--- src/rtl/adder_serial_pkg.sv ---
// Shared constants and types for the nibble-serial add/subtract unit.
package adder_serial_pkg;

  localparam int SLICE_W = 4;

  typedef enum logic [0:0] {
    IDLE = 1'b0,
    RUN  = 1'b1
  } state_t;

  // Slice counter width; a single-bit counter is the floor even for tiny slice counts.
  function automatic int cnt_width(input int n_slices);
    return (n_slices <= 1) ? 1 : $clog2(n_slices);
  endfunction

endpackage

--- src/rtl/adder_serial_adder.sv ---
// 74283-style 4-bit binary full adder with fast carry, used as the serial slice adder.
module ttl_74283
  import adder_serial_pkg::*;
#(
  parameter int DELAY_RISE = 0,
  parameter int DELAY_FALL = 0
) (
  input  logic [SLICE_W-1:0] A,
  input  logic [SLICE_W-1:0] B,
  input  logic               C_in,
  output logic [SLICE_W-1:0] Sum,
  output logic               C_out
);

  // Timing parameters only shape the gate-level model; reject nonsense values here.
  generate
    if (DELAY_RISE < 0 || DELAY_FALL < 0) begin : g_bad_delay
      $error("ttl_74283: delays must be non-negative");
    end
  endgenerate

  assign {C_out, Sum} = {1'b0, A} + {1'b0, B} + {{SLICE_W{1'b0}}, C_in};

endmodule

--- src/rtl/adder_serial.sv ---
// Multi-cycle WIDTH-bit add/subtract: one 4-bit slice per clock through a single 74283,
// with a carry flip-flop between slices and a start/busy/done handshake.
module adder_serial
  import adder_serial_pkg::*;
#(
  parameter int WIDTH      = 16,
  parameter int DELAY_RISE = 0,
  parameter int DELAY_FALL = 0
) (
  input  logic             CLK,
  input  logic             RST_bar,
  input  logic             START,
  input  logic             SUBTRACT,
  input  logic [WIDTH-1:0] LHS,
  input  logic [WIDTH-1:0] RHS,
  input  logic             CARRY_IN,
  output logic             BUSY,
  output logic             DONE,
  output logic [WIDTH-1:0] RESULT,
  output logic             CARRY_OUT,
  output logic             OVERFLOW,
  output logic             ZERO
);

  localparam int N     = WIDTH / SLICE_W;
  localparam int CNT_W = cnt_width(N);
  localparam int SR_W  = WIDTH - SLICE_W;

  generate
    if ((WIDTH % SLICE_W) != 0 || WIDTH < 8) begin : g_bad_width
      $error("adder_serial: WIDTH must be a multiple of 4 and at least 8");
    end
  endgenerate

  state_t             state_q, state_d;
  logic [WIDTH-1:0]   a_q, a_d;
  logic [WIDTH-1:0]   b_q, b_d;
  logic               carry_q, carry_d;
  logic [CNT_W-1:0]   cnt_q, cnt_d;
  logic [SR_W-1:0]    res_sr_q, res_sr_d;
  logic [WIDTH-1:0]   result_q, result_d;
  logic               carry_out_q, carry_out_d;
  logic               overflow_q, overflow_d;
  logic               zero_q, zero_d;
  logic               busy_q, busy_d;
  logic               done_q, done_d;

  logic [SLICE_W-1:0] slice_sum;
  logic               slice_cout;
  logic               msb_carry;
  logic [WIDTH-1:0]   final_result;

  ttl_74283 #(
    .DELAY_RISE(DELAY_RISE),
    .DELAY_FALL(DELAY_FALL)
  ) u_slice_adder (
    .A    (a_q[SLICE_W-1:0]),
    .B    (b_q[SLICE_W-1:0]),
    .C_in (carry_q),
    .Sum  (slice_sum),
    .C_out(slice_cout)
  );

  // Carry into the slice MSB, recovered from its sum bit; meaningful on the last slice.
  assign msb_carry    = a_q[SLICE_W-1] ^ b_q[SLICE_W-1] ^ slice_sum[SLICE_W-1];
  assign final_result = {slice_sum, res_sr_q};

  always_comb begin
    state_d     = state_q;
    a_d         = a_q;
    b_d         = b_q;
    carry_d     = carry_q;
    cnt_d       = cnt_q;
    res_sr_d    = res_sr_q;
    result_d    = result_q;
    carry_out_d = carry_out_q;
    overflow_d  = overflow_q;
    zero_d      = zero_q;
    busy_d      = busy_q;
    done_d      = 1'b0;
    case (state_q)
      IDLE: begin
        if (START) begin
          a_d     = LHS;
          b_d     = SUBTRACT ? ~RHS : RHS;
          carry_d = CARRY_IN;
          cnt_d   = '0;
          busy_d  = 1'b1;
          state_d = RUN;
        end
      end
      RUN: begin
        a_d      = a_q >> SLICE_W;
        b_d      = b_q >> SLICE_W;
        carry_d  = slice_cout;
        cnt_d    = cnt_q + 1'b1;
        res_sr_d = final_result[WIDTH-1:SLICE_W];
        if (cnt_q == CNT_W'(N - 1)) begin
          state_d     = IDLE;
          busy_d      = 1'b0;
          done_d      = 1'b1;
          result_d    = final_result;
          carry_out_d = slice_cout;
          overflow_d  = msb_carry ^ slice_cout;
          zero_d      = (final_result == '0);
        end
      end
      default: state_d = IDLE;
    endcase
  end

  always_ff @(posedge CLK or negedge RST_bar) begin
    if (!RST_bar) begin
      state_q     <= IDLE;
      a_q         <= '0;
      b_q         <= '0;
      carry_q     <= 1'b0;
      cnt_q       <= '0;
      res_sr_q    <= '0;
      result_q    <= '0;
      carry_out_q <= 1'b0;
      overflow_q  <= 1'b0;
      zero_q      <= 1'b1;
      busy_q      <= 1'b0;
      done_q      <= 1'b0;
    end else begin
      state_q     <= state_d;
      a_q         <= a_d;
      b_q         <= b_d;
      carry_q     <= carry_d;
      cnt_q       <= cnt_d;
      res_sr_q    <= res_sr_d;
      result_q    <= result_d;
      carry_out_q <= carry_out_d;
      overflow_q  <= overflow_d;
      zero_q      <= zero_d;
      busy_q      <= busy_d;
      done_q      <= done_d;
    end
  end

  assign BUSY      = busy_q;
  assign DONE      = done_q;
  assign RESULT    = result_q;
  assign CARRY_OUT = carry_out_q;
  assign OVERFLOW  = overflow_q;
  assign ZERO      = zero_q;

endmodule
--- config.mk ---
export PLATFORM = sky130hd
export DESIGN_NAME = adder_serial
export DESIGN_NICKNAME = d
export VERILOG_FILES = /design/src/rtl/adder_serial_pkg.sv /design/src/rtl/adder_serial_adder.sv /design/src/rtl/adder_serial.sv
export SDC_FILE = /design/constraint.sdc
export NUM_CORES = 1
export LEC_CHECK = 0
export ABC_AREA = 0
export CORE_MARGIN = 2
export CORE_UTILIZATION = 40
export CTS_BUF_LIST = sky130_fd_sc_hd__clkbuf_8
export CTS_CLUSTER_SIZE = 25
export DETAILED_ROUTE_END_ITERATION = 10
export GPL_TIMING_DRIVEN = 0
export HOLD_SLACK_MARGIN = 0.06
export PLACE_DENSITY_LB_ADDON = 0.15
export SLEW_MARGIN = 20
export SYNTH_ARGS = -nofsm -noshare
export SYNTH_HDL_FRONTEND = slang
export SYNTH_SLANG_ARGS = --single-unit
--- constraint.sdc ---
create_clock -name CLK -period 1.5 [get_ports CLK]
set_clock_uncertainty 0.05 [all_clocks]
set_input_delay 0.3 -clock CLK [delete_from_list [all_inputs] [get_ports CLK]]
set_output_delay 0.3 -clock CLK [all_outputs]
set_load 0.01 [all_outputs]
==> summary.txt <==
Route
  – Via count: 2,231
  – Via/cell ratio: 4.83
  – Final wirelength: 6860 um
  – Total iterations of the first detailed-routing run: 5
  – Routed Antenna Nets: 0
  – # DRC: 0
  – Wire per inst: 14.8 um
  – DRT iter0 DRCs: 101

Place
  – Placed wire-length estimate: 4750 um
  – Dpl cell area: 0.00381 mm2
  – Port buffer count: 55
  – Final GP Congestion: 0.734

Global routing
  – Vias in the first global route: 2,204
  – Initial antenna violation count: 0
  – First-pass GRT wire length: 11,300 um
  – GRT overflow: 0
  – Total Routing Usage GR: 17.5%
  – Largest net degree at the start of global routing: 42

Critical path
  – Critical Path Fanout Max: 3
  – Critical path endpoint: RESULT[15]
  – WP data required: 1.68 ns
  – Worst R2R Path Depth: 5
  – Launch point of the worst reg-to-reg path: a_q[0]
  – Worst r2r dst: RESULT[15]
  – Critical path type: flip-flop to flip-flop
  – Setup crit start: a_q[0]
  – Worst path arrival time: 1.97 ns
  – FF-to-FF setup slack: -0.29 ns
  – Critical Path End Type: flip-flop
  – CP Launch Type: flip-flop

Timing
  – Slew Limit Fails: 0
  – Final hold violations: 0
  – Hold_ws: 0.321 ns
  – Unrepaired setup endpoints after global routing: true
  – Post-route clock period utilization: 119%
  – Final WS setup: -0.288 ns
  – Final Setup Violations: 10
  – Crit path time final: 1.79 ns
  – Worst slew pin tran: 0.521 ns
  – F_max: 559 MHz
  – Relative slew margins: 65.3%

Clocking
  – TritonCTS Buffers: 9
  – Root buf cell: clkbuf_8
  – CTS tree: built
  – Clk_lat worst skew: 0.34 ns
  – CTS clk-pin slew, worst paths: 0.07 ns
  – Clk buf depth: 2
  – Htree depth: 3
  – TritonCTS Sinks: 69

Outcome
  – Failing checks: negative setup slack
  – Status: finished with violations

Cells and area
  – Fin area: 0.00416 mm2
  – Nets: 398
  – Fill cells: 721
  – Multi-input logic area: 0.00137 mm2
  – N_diodes: 0
  – Share of layout cells above drive strength 1: 23.3%
  – Area grow syn2layout: 33.6%
  – Seq. cell area: 0.00173 mm2

Die
  – Die height: 92.2 um
  – Core box area: 0.00765 mm2
  – Die span in x: 92.2 um
  – Io pins: 58
  – Row cnt: 32
  – Starting Density: 40.7%
  – DIE AREA: 0.00850 mm2

Power
  – Peak supply drop: 0.636 mV
  – Pwr/cell area: 1900 mW/mm2
  – Leakage: 1.91 nW

Logic synthesis
  – Syn Inst Count: 277
  – Number of library cell types mapped by synthesis: 33
  – YS warnings: 0
  – Seq cells post-synth: 69
  – Synthesized cell area: 0.00311 mm2
  – Mean Syn Cell Area: 11.2 um2
  – Post-synthesis sequential area ratio: 55.6%
  – Synth Net Count: 320

Min path
  – Hold crit path type: primary input to flip-flop

Flow run
  – Max cap viols: 0
==> through the flow <==
step                      instances  utilization (%)  worst slack [ns]  total power [W]  TNS (ns)
final                           462             54.4            -0.288          0.00791     -2.01
after global routing            462             54.4            -0.381          0.00846     -2.72
after CTS                       457             53.3            -0.277          0.00771     -2.51
after detailed placement        435             49.9            -0.345          0.00613     -3.60
after global placement          434             49.7             -2.35          0.00604   -164.47
after floorplan                 277                -            -0.164          0.00488    -0.668
==> sequential cells by signal, summed over array words and instances (netlist names), 2 cells and up <==
name and cells:
cnt_q 2, b_q 16, RESULT 16, res_sr_q 12
a_q 16
==> worst min-delay path by stage <==
stage                  from  endpoint  slack [ns]  cells past startpoint
finish                START  cnt_q[0]        0.32                      3
global route          START  cnt_q[0]        0.34                      3
CTS                   START  cnt_q[0]        0.33                      3
detailed placement  RST_bar    a_q[5]        0.20                      1
global placement       ZERO      ZERO        0.41                      2
floorplan           RST_bar      BUSY       -0.05                      0
==> worst max-delay path, cell delays in order, from the launching register on <==
cell and delay [ns]:
dfrtp_1 0.41, fa_2 0.41, a21o_1 0.20, a21oi_2 0.19, xnor2_2 0.14, mux2_4 0.28
==> area by class of cell <==
cell class,instances,area share (%)
sequential,69,41.6
multi-input combinational,184,32.8
timing repair buffer,67,15.2
clock buffer,10,3.31
tap,102,3.07
buffer,18,2.56
clock inverter,6,0.933
inverter,6,0.542
==> where the power goes <==
part           switching (W)  internal [W]  leakage (nW)  total [W]
clock network       0.000733      0.000638        0.0880    0.00137
registers           0.000504       0.00263         0.875    0.00314
logic                0.00161       0.00180         0.947    0.00340
total                0.00284       0.00507          1.91    0.00791
==> cell families after synthesis <==
group | after synthesis | share of synthesized area [%]
AND/OR/NAND/NOR | 64 | 8.89
multiplexers | 41 | 14.1
buffers and inverters | 24 | 3.62
adder cells (fa/ha/maj) | 6 | 2.90
flip-flops | 69 | 55.6
AO/OA/AOI/OAI | 54 | 9.57
XOR/XNOR | 19 | 5.35
==> per-layer routing <==
metal,track usage [%],wire (um)
met1,24.3,3280
met2,26.3,3210
met3,4.60,261
met4,6.34,102
met5,0,0
==> layout by cell type (no fill, tap or decap), drive strengths merged, types with 3 or more instances in the layout <==
master and n:
ha 4, mux2 23, nand2 43, inv 6, buf 19, clkbuf 22, a211oi 5, dfrtp 68
a21oi 3, dlygate4sd2 20, nor2 13, xnor2 18, o21ai 42, mux2i 18, clkinv 4, clkdlybuf4s50 33
==> Yosys cell counts <==
library cell / number / share of area, %
xor2_1: 1 / 0.28
nand2_1: 42 / 5.1
nand2_2: 1 / 0.20
o21ai_1: 5 / 0.80
inv_1: 6 / 0.72
nand4_1: 1 / 0.20
a211oi_1: 5 / 1.2
a22o_1: 1 / 0.28
a21oi_2: 1 / 0.28
mux2_2: 23 / 8.3
nor4_1: 1 / 0.20
buf_4: 1 / 0.24
o22ai_1: 1 / 0.20
dfstp_2: 1 / 0.84
or4_4: 1 / 0.36
ha_1: 4 / 1.6
o21ai_0: 37 / 6.0
xnor2_1: 18 / 5.1
clkbuf_1: 8 / 0.97
a21oi_1: 2 / 0.32
dfrtp_1: 68 / 55
nor4b_1: 1 / 0.28
a21o_1: 1 / 0.24
nor4_2: 1 / 0.40
buf_2: 7 / 1.1
o2bb2ai_1: 1 / 0.28
mux2i_1: 18 / 5.8
nor2b_1: 1 / 0.20
nand2b_1: 2 / 0.40
fa_1: 2 / 1.3
clkbuf_8: 1 / 0.44
nor2_1: 13 / 1.6
buf_1: 1 / 0.12
==> what timing repair did <==
item,in CTS,in global routing
resized for setup,36,20
cloned,0,0
hold buffers,1,0
pin swaps,8,9
endpoints found under the hold margin,27,0
endpoints found under the setup margin,40,55
buffers inserted,5,5
(Power assumes the default switching activity.)
